--- src/rtl/risc_cpu_core.sv ---
// risc_cpu_core: parametrised single-accumulator RISC core with a req/ack
// memory bus (wait states allowed), a resumable HALT state and exported
// architectural state.
//
// Instruction word: opcode = ir[DATA_W-1 -: 3], operand = ir[ADDR_W-1:0].
// Requires DATA_W >= ADDR_W + 3.
//
// Ports:
//   clk, rst_n         clock (rising edge), asynchronous active-low reset
//   mem_req/mem_we     bus request and direction (1 = write)
//   mem_addr/mem_wdata transaction address and write data
//   mem_rdata/mem_ack  read data and completion strobe from memory
//   resume             leave the HALT state
//   halted             core is in HALT
//   pc, acc            program counter and accumulator
module risc_cpu_core #(
  parameter int unsigned DATA_W   = 8,
  parameter int unsigned ADDR_W   = 5,
  parameter int unsigned RESET_PC = 0
) (
  input  logic              clk,
  input  logic              rst_n,
  output logic              mem_req,
  output logic              mem_we,
  output logic [ADDR_W-1:0] mem_addr,
  output logic [DATA_W-1:0] mem_wdata,
  input  logic [DATA_W-1:0] mem_rdata,
  input  logic              mem_ack,
  input  logic              resume,
  output logic              halted,
  output logic [ADDR_W-1:0] pc,
  output logic [DATA_W-1:0] acc
);

  typedef enum logic [2:0] {FETCH, DECODE, READ, WRITE, HALT} state_t;
  typedef enum logic [2:0] {
    OP_HLT, OP_SKZ, OP_ADD, OP_AND, OP_XOR, OP_LDA, OP_STO, OP_JMP
  } opcode_t;

  state_t            state;
  state_t            state_nxt;
  logic [DATA_W-1:0] ir;
  opcode_t           opcode;
  logic [ADDR_W-1:0] operand;
  logic              zero;
  logic              mem_done;
  logic              unused_ir;

  assign opcode    = opcode_t'(ir[DATA_W-1 -: 3]);
  assign operand   = ir[ADDR_W-1:0];
  // Bits between the opcode and operand fields carry no meaning.
  assign unused_ir = ^ir;
  assign zero      = (acc == '0);
  // An ack only completes a transaction while a request is being made.
  assign mem_done  = mem_req & mem_ack;

  // State register
  always_ff @(posedge clk or negedge rst_n) begin
    if (!rst_n) begin
      state <= FETCH;
    end else begin
      state <= state_nxt;
    end
  end

  // Next-state logic
  always_comb begin
    state_nxt = state;
    case (state)
      FETCH: begin
        if (mem_done) state_nxt = DECODE;
      end
      DECODE: begin
        case (opcode)
          OP_HLT:         state_nxt = HALT;
          OP_SKZ, OP_JMP: state_nxt = FETCH;
          OP_STO:         state_nxt = WRITE;
          default:        state_nxt = READ;
        endcase
      end
      READ, WRITE: begin
        if (mem_done) state_nxt = FETCH;
      end
      HALT: begin
        if (resume) state_nxt = FETCH;
      end
      default: state_nxt = FETCH;
    endcase
  end

  // Moore-decoded bus and status outputs
  always_comb begin
    mem_req   = 1'b0;
    mem_we    = 1'b0;
    mem_addr  = pc;
    mem_wdata = '0;
    halted    = 1'b0;
    case (state)
      FETCH: begin
        mem_req  = 1'b1;
        mem_addr = pc;
      end
      READ: begin
        mem_req  = 1'b1;
        mem_addr = operand;
      end
      WRITE: begin
        mem_req   = 1'b1;
        mem_we    = 1'b1;
        mem_addr  = operand;
        mem_wdata = acc;
      end
      HALT: halted = 1'b1;
      default: ;
    endcase
    // The reset state is FETCH, so the request is masked while reset is held
    // to abandon any in-flight transaction immediately.
    if (!rst_n) mem_req = 1'b0;
  end

  // Architectural registers
  always_ff @(posedge clk or negedge rst_n) begin
    if (!rst_n) begin
      pc  <= ADDR_W'(RESET_PC);
      acc <= '0;
      ir  <= '0;
    end else begin
      case (state)
        FETCH: begin
          if (mem_done) begin
            ir <= mem_rdata;
            pc <= pc + ADDR_W'(1);
          end
        end
        DECODE: begin
          if (opcode == OP_SKZ && zero) begin
            pc <= pc + ADDR_W'(1);
          end else if (opcode == OP_JMP) begin
            pc <= operand;
          end
        end
        READ: begin
          if (mem_done) begin
            case (opcode)
              OP_ADD:  acc <= acc + mem_rdata;
              OP_AND:  acc <= acc & mem_rdata;
              OP_XOR:  acc <= acc ^ mem_rdata;
              OP_LDA:  acc <= mem_rdata;
              default: acc <= acc;
            endcase
          end
        end
        default: ;
      endcase
    end
  end

endmodule

--- config.mk ---
export PLATFORM = sky130hd
export DESIGN_NAME = risc_cpu_core
export DESIGN_NICKNAME = d
export VERILOG_FILES = /design/src/rtl/risc_cpu_core.sv
export SDC_FILE = /design/constraint.sdc
export NUM_CORES = 1
export LEC_CHECK = 0
export CAP_MARGIN = 20
export CORE_MARGIN = 1
export CORE_UTILIZATION = 51
export DETAILED_ROUTE_END_ITERATION = 12
export MAX_ROUTING_LAYER = met4
export PLACE_DENSITY = 0.88
export SLEW_MARGIN = 0
export SYNTH_ARGS = -nofsm -noshare
export SYNTH_HDL_FRONTEND = slang
export SYNTH_SLANG_ARGS = --single-unit
--- constraint.sdc ---
create_clock -name clk -period 2.6 [get_ports clk]
set_input_delay 0.52 -clock clk [delete_from_list [all_inputs] [get_ports clk]]
set_output_delay 0.52 -clock clk [all_outputs]
set_load 0.02 [all_outputs]
==> results.md, run 1 <==
* CTS root buffer: clkbuf_8
* Synth area leaders: dfrtp_1 32%, mux2_2 9.0%, ha_1 6.0%, mux2i_1 4.8%, nor2_1 3.4%
* IO Count at 41
* Die Height at 62.7 um
* Max FO, Critical Path at 12
* Fillers at 251
* Total vias in the final route at 1794
* Number of synthesized flops with an enable pin at 0
* Placer Congestion at 0.945
* Share of cells above drive strength 1 at 0.173
* Ant. Diodes at 0
* Final setup fails at 0
* Largest net degree at the start of global routing at 17
* Post-synth top area share at 0.320
* Rel. slew slack at 0.611
* Crit Path Class: flop to output port
* Multi-input gate area at 1220 sq um
* Synth Net Count at 222
* Max Clk Rate at 402 MHz
* Dominant synthesized flop cell: dfrtp_1
* Part of the Yosys area used for sequential elements at 0.320
* CTS sink count at 24
* Initial antenna violation count at 0
* Worst EP required at 2.08 ns
* Starting DRC count in detailed routing at 90
* Core Box Area at 3440 sq um
* Final Cell Area at 2460 sq um
* Final HPWL DP at 3590 um
* GR Util All Layers at 0.270
* Worst EP arrival at 1.97 ns
* Die width at 62.7 um
* # H-tree levels at 1
* Placed inst area at 2400 sq um
* Core Rows at 21
* Clock tree buffer depth at 2
* Hold Buf Count CTS at 0
* Hold Slack at 0.514 ns
* Via/cell ratio at 6.08
* Status: complete, no violations
* Count of pins over their slew limit at 0
* Clock-pin slew on the worst setup and hold paths at 0.08 ns
* Global-route wire length before repair at 8020 um
* Synth cell types at 50
* Vias in the first global route at 1677
* Worst skew pair latency at 0.28 ns
* IO buf count at 40
* Final worst-path cycle share at 0.956
* Lkg Pwr at 1.08 nW
* Routed WL at 4740 um
* Synth Area per Inst at 9.39 sq um
* CTS tree: built
* Pwr per Cell Area at 1340 nW/um^2
* Synthesis-stage register bit count at 24
* Fraction of registers with async set/reset at 1.00
* Post-DRT Antenna Nets at 0
* Clk_skew at 0.00680 ns
* Avg WL per Cell at 16.1 um
* Congestion Overflow GR at 0
* Unrepaired setup endpoints after global routing: no
* Number of buffers created by CTS at 3
* Die ar. at 3930 sq um
* Type of origin of the critical path: flop
* Max-cap violation count at 0
* VDD IR max at 611 uV
* Post-cts gate resize count at 0
* Post-Syn Instances at 200
* Synth area leader: dfrtp_1
* Post-CTS setup buffer count at 0
* Power, Total at 0.00330 W
* Synth Cell Area at 1880 sq um
* CP Capture Type: output port
* Final Util at 0.716
* Area growth syn-to-layout at 31.2%
* Ys Warns at 0
* Worst hold path type: flop to flop
* Starting density of the core at 0.546
* Minimum clock period at 2.49 ns
* DR pass1 iterations at 4
* DRC viols at 0
* FF/Latch Area at 603 sq um
* Final net count at 272
* Worst Tran Pin Value at 0.583 ns
* Final hold vios at 0
logic make-up (layout without fill, tap and decap cells):
group	count (synthesis)	after routing	share of synthesized area
AND/OR/NAND/NOR	71	71	0.215
XOR/XNOR	3	3	0.0140
flip-flops	24	24	0.320
AO/OA/AOI/OAI	53	53	0.211
adder cells (fa/ha/maj)	10	10	0.0706
multiplexers	24	24	0.138
buffers and inverters	15	64	0.0320
cells in the mapped netlist, drive strengths merged (5+ instances only):
master,instances
dfrtp,24
nor2,17
mux2,15
o21ai,11
nand2,10
ha,9
mux2i,9
and3,8
clkbuf,8
inv,6
nor2b,6
a21oi,5
a221oi,5
nand2b,5
nor3b,5
o22ai,5
cells in the final DEF (no fill, tap or decap), types with 2 or more instances in the layout:
cell | Yosys | final
nor3b_1 | 5 | 5
nor2b_1 | 6 | 5
a221o_1 | 2 | 2
o31ai_1 | 2 | 2
a21o_1 | 3 | 3
a211oi_1 | 4 | 4
inv_1 | 6 | 6
mux2i_1 | 9 | 9
buf_4 | 1 | 14
o311ai_0 | 2 | 2
clkdlybuf4s50_1 | 0 | 40
ha_1 | 9 | 9
dfrtp_2 | 0 | 2
a21oi_1 | 5 | 5
a221oi_1 | 5 | 5
and3b_1 | 2 | 2
nor3_1 | 2 | 2
o221ai_1 | 2 | 2
xor2_1 | 2 | 2
nand3b_1 | 2 | 2
nand3_1 | 4 | 4
nand2b_1 | 5 | 5
mux2_2 | 15 | 15
a22o_1 | 3 | 3
nand2_1 | 10 | 10
and3_1 | 8 | 8
nor2_1 | 17 | 17
o21ai_0 | 11 | 11
clkbuf_8 | 0 | 4
o22ai_1 | 5 | 5
dfrtp_1 | 24 | 22
metal layers:
metal	global-route usage	vias to the layer above	wire length, um
met5	-	-	0
met4	0.128	0	133
met3	0.0511	10	202
met2	0.428	58	2260
met1	0.331	863	2150
li1	-	863	-
flip-flops by register name, summed over array words and instances, names as in the netlist:
register and cells:
acc 8, ir 8, pc 5, state 3
report_power, final:
group          switching (W)  total [W]  internal [W]
clock network       0.000125   0.000260      0.000136
logic                0.00114    0.00224       0.00110
registers           0.000233   0.000793      0.000560
worst paths after layout:
check / start / end / slack (ns) / depth (start not counted)
min: state[1]$_DFFE_PN0P_ / state[2]$_DFFE_PN0P_ / 0.51 / 1
max: state[1]$_DFFE_PN0P_ / mem_addr[1] / 0.11 / 4
max reg2reg: acc[3]$_DFFE_PN0P_ / pc[0]$_DFFE_PN0P_ / 0.41 / 4
min in group asynchronous: rst_n / pc[2]$_DFFE_PN0P_ / 0.61 / 2
max in group asynchronous: rst_n / state[1]$_DFFE_PN0P_ / 1.81 / 2
min reg2reg: state[1]$_DFFE_PN0P_ / state[2]$_DFFE_PN0P_ / 0.51 / 1
final cells by class:
class	instances	area share
multi-input combinational	161	0.495
sequential	24	0.245
timing repair buffer	54	0.205
tap	46	0.0234
clock buffer	4	0.0223
inverter	6	0.00914
worst max-delay path, cell delays in order, from the launching register on:
cell and delay (ns):
dfrtp_2 0.43, nor2b_2 0.21, buf_4 0.19, mux2_2 0.34
clkdlybuf4s50_1 0.53
per-stage QoR:
step           setup TNS [ns]  cells  setup WS (ns)
6_report                    0    295          0.114
5_1_grt                     0    295        0.00985
4_1_cts                     0    295      0.0000471
3_5_place_dp          -0.0348    291        -0.0348
3_3_place_gp         -0.00522    291       -0.00522
2_1_floorplan               0    200          0.403
Power figures use the tool's default switching activity.
==> run 2, diff against run 1 <==
Settings changed: PLACE_DENSITY 0.88 to not set, PLACE_DENSITY_LB_ADDON set to 0.2.
==> run 2 against run 1 <==
Net effect: clock skew rose by 0.0062 ns; total power rose by 2.3%; flip-flop and latch count did not move; hold slack improved by 0.0079 ns; global-route usage rose by 2.3 points; count of clock-buffer cells in the layout fell by 1; critical path type unchanged; first-iteration DRC count rose by 30%; setup slack got worse by 0.018 ns; combinational power barely moved; die area did not move; via count rose by 1.2%; utilization fell by 0.073 points.
==> results.md, run 2 (synthesized netlist as in run 1, its figures left out) <==
* Fillers at 272
* Count of pins over their slew limit at 0
* Pwr per Cell Area at 1370 nW/um^2
* CTS tree: built
* Max Clk Rate at 399 MHz
* Worst EP required at 2.08 ns
* Placer Congestion at 0.874
* CTS root buffer: clkbuf_8
* Largest net degree at the start of global routing at 29
* Starting DRC count in detailed routing at 117
* Routed WL at 5160 um
* CTS sink count at 24
* Cell chain of the critical path: nor2b_1, buf_4, mux2_2, clkdlybuf4s50_1
* IO Count at 41
* DRC viols at 0
* Final worst-path cycle share at 0.963
* Commonest non-fill, non-tap cell in the layout: clkdlybuf4s50_1
* Status: complete, no violations
* Via/cell ratio at 6.20
* Global-route wire length before repair at 8790 um
* IO buf count at 40
* Area growth syn-to-layout at 31.0%
* VDD IR max at 535 uV
* Core Box Area at 3440 sq um
* # H-tree levels at 1
* Worst skew pair latency at 0.28 ns
* Worst hold path type: flop to flop
* R2r setup slk at 0.42 ns
* Hold Buf Count CTS at 0
* Most frequent cells in the layout: 40 x clkdlybuf4s50_1, 23 x dfrtp_1, 17 x nor2_1, 15 x mux2_2, 12 x buf_4
* Max-cap violation count at 0
* Met3 WL post-DR at 173 um
* Die Height at 62.7 um
* Die ar. at 3930 sq um
* Die width at 62.7 um
* Critical path buffer and inverter count at 2
* Max FO, Critical Path at 19
* Avg WL per Cell at 17.6 um
* Non-filler cells, final at 293
* Congestion Overflow GR at 0
* DR pass1 iterations at 4
* Starting density of the core at 0.546
* Crit Path Class: flop to output port
* Number of buffers created by CTS at 3
* Clock tree buffer depth at 2
* Crit path max-delay family: buffers and inverters
* Slowest-stage cell, CP: clkdlybuf4s50_1
* Total vias in the final route at 1816
* Minimum clock period at 2.50 ns
* Final setup fails at 0
* Worst EP arrival at 1.98 ns
* Final HPWL DP at 3860 um
* Placed cells at 289
* Vias in the first global route at 1764
* Rel. slew slack at 0.667
* CP Capture Type: output port
* Slowest stage delay, CP at 0.54 ns
* Type of origin of the critical path: flop
* Met2 wire length at 2700 um
* Final net count at 270
* Biggest regs: acc (8), ir (8), pc (5)
* Share of cells above drive strength 1 at 0.158
* Power, Total at 0.00337 W
* Clock-pin slew on the worst setup and hold paths at 0.09 ns
* Initial antenna violation count at 0
* GR Util All Layers at 0.293
* Post-DRT Antenna Nets at 0
* Core Rows at 21
* Clk_skew at 0.0130 ns
* Worst Tran Pin Value at 0.498 ns
* Top sig layer: met4
* Final hold vios at 0
* Unrepaired setup endpoints after global routing: no
* Ant. Diodes at 0
* M1 WL at 2210 um
* Lkg Pwr at 1.08 nW
[run 2: changes by cell type in the layout (fill, tap and decap cells not counted), sizes merged]
cell    before  now
buf         14   12
bufinv       0    1
clkbuf       4    3
[run 2: path summary, 6_finish.rpt]
| kind | from | to | depth (start not counted) |
|---|---|---|---|
| max | state[2]$_DFFE_PN0P_ | mem_addr[1] | 4 |
| min | state[1]$_DFFE_PN0P_ | state[2]$_DFFE_PN0P_ | 1 |
| max reg2reg | acc[3]$_DFFE_PN0P_ | pc[0]$_DFFE_PN0P_ | 4 |
| min reg2reg | state[1]$_DFFE_PN0P_ | state[2]$_DFFE_PN0P_ | 1 |
| max in group asynchronous | rst_n | state[1]$_DFFE_PN0P_ | 2 |
| min in group asynchronous | rst_n | pc[0]$_DFFE_PN0P_ | 2 |
[run 2: what timing repair did]
action / in CTS / in global routing
setup endpoints to repair: 0 / 1
buffers inserted: 0 / 0
endpoints found under the hold margin: 0 / 0
gates resized for setup: 0 / 1
[run 2: metal layers]
metal | vias to the layer above | global-route usage
met2 | 52 | 0.496
met3 | 8 | 0.0146
li1 | 860 | -
met4 | 0 | 0.0872
met5 | - | -
met1 | 896 | 0.379
[run 2: layout make-up]
type	instances	area [sq um]	area share
tap	46	57.6	0.0234
sequential	24	602	0.245
inverter	6	22.5	0.00915
timing repair buffer	52	490	0.199
multi-input combinational	161	1220	0.495
clock buffer	3	41.3	0.0168
clock inverter	1	30.0	0.0122
[run 2: per-stage QoR]
stage / setup WS [ns] / cell area [sq um] / hold WS [ns] / util / setup TNS [ns]
after floorplan: 0.403 / 1880 / 0.224 / - / 0
after global placement: -0.0323 / 2390 / 0.516 / 0.694 / -0.0323
after detailed placement: -0.0791 / 2390 / 0.522 / 0.694 / -0.0791
after CTS: 0.0771 / 2460 / 0.543 / 0.715 / 0
after global routing: 0.0220 / 2460 / 0.548 / 0.715 / 0
final: 0.0964 / 2460 / 0.522 / 0.715 / 0
[run 2: power breakdown]
part           internal, W  total, W  switching, W  leakage [nW]
Clock             0.000206  0.000339      0.000133        0.0357
Sequential        0.000559  0.000797      0.000239         0.294
Combinational      0.00108   0.00223       0.00116         0.745
Total              0.00184   0.00337       0.00153          1.08
==> run 3, diff against run 2 <==
Settings changed: GPL_TIMING_DRIVEN set to 0, SETUP_SLACK_MARGIN set to 0.3.
==> run 3 against run 2 <==
Net effect: design area is 1.7% higher; flip-flop and latch count stayed put; first-iteration DRC count is 18% higher; register-to-register slack hardly changed; non-clock buffer count is 5 higher; maximum frequency is 13% higher; cell count is 1.7% higher; largest cell class unchanged; highest routed layer unchanged.
==> results.md, run 3 (synthesized netlist as in run 1, its figures left out) <==
* Status: complete, no violations
* Final HPWL DP at 3650 um
* Lkg Pwr at 1.12 nW
* Total vias in the final route at 1809
* Starting density of the core at 0.546
* VDD IR max at 602 uV
* Final worst-path cycle share at 0.850
* DRC viols at 0
* # H-tree levels at 1
* Slowest-stage cell, CP: clkdlybuf4s50_1
* Clk_skew at 0.00190 ns
* Share of cells above drive strength 1 at 0.214
* Worst hold path type: primary input to async pin
* Vias in the first global route at 1676
* Placer Congestion at 0.864
* Placed inst area at 2360 sq um
* Number of buffers created by CTS at 3
* Most frequent cells in the layout: 24 x clkdlybuf4s50_1, 22 x dfrtp_1, 17 x nor2_1, 15 x mux2_2, 11 x o21ai_0
* Ant. Diodes at 0
* Biggest regs: acc (8), ir (8), pc (5)
* Worst skew pair latency at 0.27 ns
* Cell chain of the critical path: clkdlybuf4s50_1, fa_2, a211oi_4, or3b_2, o311ai_1, a221o_1
* Final hold vios at 0
* Crit path from: mem_rdata[1]
* CTS root buffer: clkbuf_8
* IO buf count at 40
* Crit Path Class: primary input to flop
* Commonest non-fill, non-tap cell in the layout: clkdlybuf4s50_1
* Max Clk Rate at 452 MHz
* Type of origin of the critical path: primary input
* Hold Slack at 0.126 ns
* Final setup fails at 0
* Hold Buf Count CTS at 0
* GR Util All Layers at 0.265
* Starting DRC count in detailed routing at 138
* Rel. slew slack at 0.610
* Global-route wire length before repair at 8010 um
* Max FO, Critical Path at 4
* Unrepaired setup endpoints after global routing: yes
* Reg2Reg Launch Point: acc[1]$_DFFE_PN0P_
* Die ar. at 3930 sq um
* Final Cell Area at 2500 sq um
* Via/cell ratio at 6.07
* CTS sink count at 24
* Area growth syn-to-layout at 33.2%
* Fillers at 261
* Minimum clock period at 2.21 ns
* Core Box Area at 3440 sq um
* Congestion Overflow GR at 0
* Worst EP required at 2.76 ns
* Final net count at 275
* Worst EP arrival at 2.37 ns
* Worst Tran Pin Value at 0.585 ns
* FF/Latch Area at 603 sq um
* Largest net degree at the start of global routing at 18
* CTS tree: built
* Routed WL at 4960 um
* Count of pins over their slew limit at 0
* Die width at 62.7 um
* IO Count at 41
* Die Height at 62.7 um
* CP Capture Type: flop
* Clock-pin slew on the worst setup and hold paths at 0.08 ns
* Post-DRT Antenna Nets at 0
* Initial antenna violation count at 0
* DR pass1 iterations at 4
* Pwr per Cell Area at 1340 nW/um^2
* Avg WL per Cell at 16.6 um
* Slowest stage delay, CP at 0.54 ns
* Max-cap violation count at 0
* Core Rows at 21
* Clock tree buffer depth at 2
* Multi-input gate area at 1270 sq um
run 3: cell type report:
type	instances	share of cell area
inverters	6	0.00900
flip-flops and latches	24	0.241
plain buffers	9	0.0180
well taps	46	0.0230
clock buffers	4	0.0220
multi-input cells	161	0.508
repair buffers	48	0.178
run 3: stage by stage:
stage	setup TNS [ns]	utilization	setup slack [ns]	total power (W)	std cells
2_1_floorplan	0	-	0.403	0.00222	200
3_3_place_gp	-10.01	0.679	-0.704	0.00290	286
3_5_place_dp	-1.52	0.687	-0.255	0.00296	287
4_1_cts	0	0.707	0.239	0.00320	291
5_1_grt	0	0.727	0.281	0.00360	298
6_report	0	0.727	0.390	0.00335	298
run 3: path summary, 6_finish.rpt:
path | slack [ns] | endpoint | cells after the start
worst min register to register | 0.51 | state[2]$_DFFE_PN0P_ | 1
worst max-delay path | 0.39 | acc[6]$_DFFE_PN0P_ | 6
max in group asynchronous | 2.09 | ir[4]$_DFFE_PN0P_ | 2
worst max register to register | 0.42 | pc[0]$_DFFE_PN0P_ | 4
worst min-delay path | 0.13 | state[2]$_DFFE_PN0P_ | 1
min in group clk | 0.51 | state[2]$_DFFE_PN0P_ | 1
run 3: report_power, final:
| part | internal [W] | total [W] | switching, W | leakage [nW] |
|---|---|---|---|---|
| clock | 0.000136 | 0.000261 | 0.000125 | 0.0288 |
| sequential | 0.000560 | 0.000788 | 0.000228 | 0.292 |
| combinational | 0.00111 | 0.00230 | 0.00119 | 0.798 |
| total | 0.00181 | 0.00335 | 0.00154 | 1.12 |
run 3: metal layers:
layer  global-route usage  vias up  wire length, um
met1                0.331      875             2170
met3               0.0420        6              212
met2                0.450       58             2530
met5                    -        -                0
li1                     -      870                -
met4               0.0610        0               39
run 3: timing repair:
action                                  in CTS  in global routing
gates cloned                                 0                  0
endpoints found under the setup margin      21                 12
setup buffers                                0                  7
pin swaps                                    2                  2
resized for setup                           29                 24
run 3: critical path: cells and delay by family:
kind            cells  cell delay (ns)
compound gates      3             0.71
fa+ha+maj           1             0.44
buf+inv             1             0.54
simple gates        1             0.16
==> edit: new RTL, settings of run 1 <==
Reset style: synchronous (`rst_n`), changed in 2 clocked blocks. Comments in the files are not updated.
--- a/src/rtl/risc_cpu_core.sv
+++ b/src/rtl/risc_cpu_core.sv
@@ -55,7 +55,7 @@
   assign mem_done  = mem_req & mem_ack;
 
   // State register
-  always_ff @(posedge clk or negedge rst_n) begin
+  always_ff @(posedge clk) begin
     if (!rst_n) begin
       state <= FETCH;
     end else begin
@@ -119,7 +119,7 @@
   end
 
   // Architectural registers
-  always_ff @(posedge clk or negedge rst_n) begin
+  always_ff @(posedge clk) begin
     if (!rst_n) begin
       pc  <= ADDR_W'(RESET_PC);
       acc <= '0;
Formal check against the unedited RTL: differs if rst_n is asserted again (counterexample within 4 cycles, from zero or initial values and one cycle with rst_n low); with rst_n held inactive, the same outputs for 10 cycles.
==> edit against run 1 <==
Count of clock-buffer cells in the layout fell by 1; critical endpoint is now mem_req; sequential cell count unchanged; register-to-register slack better by 0.15 ns; critical path type unchanged; highest routed layer unchanged; cell area decreased by 1.7%; wire length is 20% higher; synthesized area decreased by 4.1%; worst setup slack got worse by 0.0022 ns.
Power is left out: it rests on default switching activity, and per cell area and clock period it moved more than threefold.
==> edit: results (changes against run 1) <==
\begin{tabular}{lr}
\hline
Metric & Value \\
\hline
\multicolumn{2}{l}{\textbf{Outcome}} \\
\quad Outcome & complete, no violations \\
\multicolumn{2}{l}{\textbf{Yosys}} \\
\quad Cell types occupying the most area after synthesis & sky130\_fd\_sc\_hd\_\_dfxtp\_1, sky130\_fd\_sc\_hd\_\_ha\_1, sky130\_fd\_sc\_hd\_\_mux2i\_1 \\
\quad Ranking of synthesized cells by instance count & sky130\_fd\_sc\_hd\_\_dfxtp\_1, sky130\_fd\_sc\_hd\_\_a21oi\_1, sky130\_fd\_sc\_hd\_\_nor2\_1, sky130\_fd\_sc\_hd\_\_o21ai\_0, sky130\_fd\_sc\_hd\_\_nand2\_1 \\
\quad Synthesized netlist net count & 253 (+14\%) \\
\quad Sequential fraction of the synthesis area & 0.2667 (-0.05312) \\
\multicolumn{2}{l}{\textbf{Detailed routing}} \\
\quad Via-to-Cell Ratio & 6.235 (+2.5\%) \\
\quad Pre-Repair DR Iteration Count & 4 (unchanged) \\
\quad Number of violations reported at the end of detailed-routing iteration 0 & 149 (+66\%) \\
\quad Average wire length per cell after detail routing & 17.41 um (+8.3\%) \\
\multicolumn{2}{l}{\textbf{Critical path}} \\
\quad Crit-path leading delay family & flip-flops \\
\quad Max incr delay on CP & 0.75 ns (+0.22 ns) \\
\quad Slowest cell on the critical path & sky130\_fd\_sc\_hd\_\_dfxtp\_1 \\
\quad Crit-path max FO & 19 (+7) \\
\multicolumn{2}{l}{\textbf{Final layout}} \\
\quad Layout cells sized above 1 & 0.1246 (-0.04814) \\
\quad Final nets & 304 (+12\%) \\
\quad Number of filler instances in the final layout & 280 (+12\%) \\
\multicolumn{2}{l}{\textbf{Clock tree}} \\
\quad Later-pin clock latency in the skew report & 0.33 ns (+0.05 ns) \\
\quad Quantity of gates resized following cts & 1 (+1) \\
\quad Clock edge transition at the registers on the reported setup and hold paths & 0.15 ns (+0.07 ns) \\
\quad Clock tree root buffer cell & sky130\_fd\_sc\_hd\_\_clkbuf\_4 \\
\quad Post-CTS setup buffer count & 0 (unchanged) \\
\multicolumn{2}{l}{\textbf{Global route}} \\
\quad Wire length of the first global-routing pass & 8797 um (+9.7\%) \\
\quad Overall global routing resource usage & 0.3324 (+0.06229) \\
\quad Number of global-route vias before repair & 1864 (+11\%) \\
\quad Largest net degree at the start of global routing & 20 (+3) \\
\multicolumn{2}{l}{\textbf{Place}} \\
\quad RD Place Congestion & 0.9202 (-2.6\%) \\
\quad Detail Placement HPWL & 4111 um (+15\%) \\
\multicolumn{2}{l}{\textbf{STA}} \\
\quad Actual transition at the worst max-transition pin & 0.6243 ns (+0.04167 ns) \\
\quad Max Clock Skew & 0.009179 ns (+0.002381 ns) \\
\hline
\end{tabular}
[edit: cell count changes after synthesis, moves of 4 or more]
cell / run 1 / this run
sky130_fd_sc_hd__a221oi_1: 5 / 0
sky130_fd_sc_hd__nor3_1: 2 / 8
sky130_fd_sc_hd__buf_2: 0 / 4
sky130_fd_sc_hd__a31oi_1: 1 / 6
sky130_fd_sc_hd__nand2_1: 10 / 14
sky130_fd_sc_hd__o211ai_1: 0 / 7
sky130_fd_sc_hd__dfxtp_1: 0 / 24
sky130_fd_sc_hd__dfrtp_1: 24 / 0
sky130_fd_sc_hd__o21ai_0: 11 / 17
sky130_fd_sc_hd__a21oi_1: 5 / 20
sky130_fd_sc_hd__mux2_2: 15 / 6
[edit: logic make-up (layout without fill, tap and decap cells)]
kind of cell | after synthesis | in the layout | synth area share
buffers and inverters | 24 | 74 | 0.05486
XOR/XNOR | 1 | 1 | 0.004862
AND/OR/NAND/NOR | 78 | 78 | 0.2285
flip-flops | 24 | 24 | 0.2667
multiplexers | 17 | 17 | 0.09861
adder cells (fa/ha/maj) | 10 | 10 | 0.07361
AO/OA/AOI/OAI | 77 | 77 | 0.2729
[edit: worst min-delay path, cell delays in order (launching register included)]
cell and delay (ns):
sky130_fd_sc_hd__dfxtp_1 0.35, sky130_fd_sc_hd__a21oi_1 0.12, sky130_fd_sc_hd__nor2_1 0.05
[edit: path summary, 6_finish.rpt]
check	slack (ns)	start	cells past startpoint	to
min reg2reg	0.54	ir[1]	2	ir[1]
max	0.11	state[0]	3	mem_req
min	0.54	ir[1]	2	ir[1]
max reg2reg	0.56	acc[0]	8	acc[6]
[edit: through the flow]
step / TNS [ns] / hold WS (ns) / std cells / instance area [um2] / setup WS [ns]
4_1_cts: 0 / 0.5424 / 327 / 2410 / 0.01651
3_5_place_dp: -0.05408 / 0.5240 / 323 / 2356 / -0.05408
6_report: 0 / 0.5413 / 327 / 2422 / 0.1121
5_1_grt: 0 / 0.5700 / 327 / 2422 / 0.01916
2_1_floorplan: 0 / 0.4707 / 231 / 1802 / 0.5596
3_3_place_gp: -0.02259 / 0.5116 / 323 / 2356 / -0.02259
[edit: area by class of cell]
type	count	area (um2)	share of cell area
Clock buffer	3	22.52	0.009298
Clock inverter	1	30.03	0.01240
Inverter	8	30.03	0.01240
Multi-Input combinational cell	183	1222	0.5046
Sequential cell	24	481.7	0.1989
Tap cell	46	57.56	0.02376
Timing Repair Buffer	62	578.1	0.2386
[edit: layer usage]
| layer | GRT usage | routed length [um] | vias to the layer above |
|---|---|---|---|
| li1 | - | - | 967 |
| met5 | - | 0 | - |
| met1 | 0.4056 | 2351 | 942 |
| met4 | 0.1556 | 180 | 0 |
| met2 | 0.5404 | 2683 | 110 |
| met3 | 0.04832 | 476 | 20 |
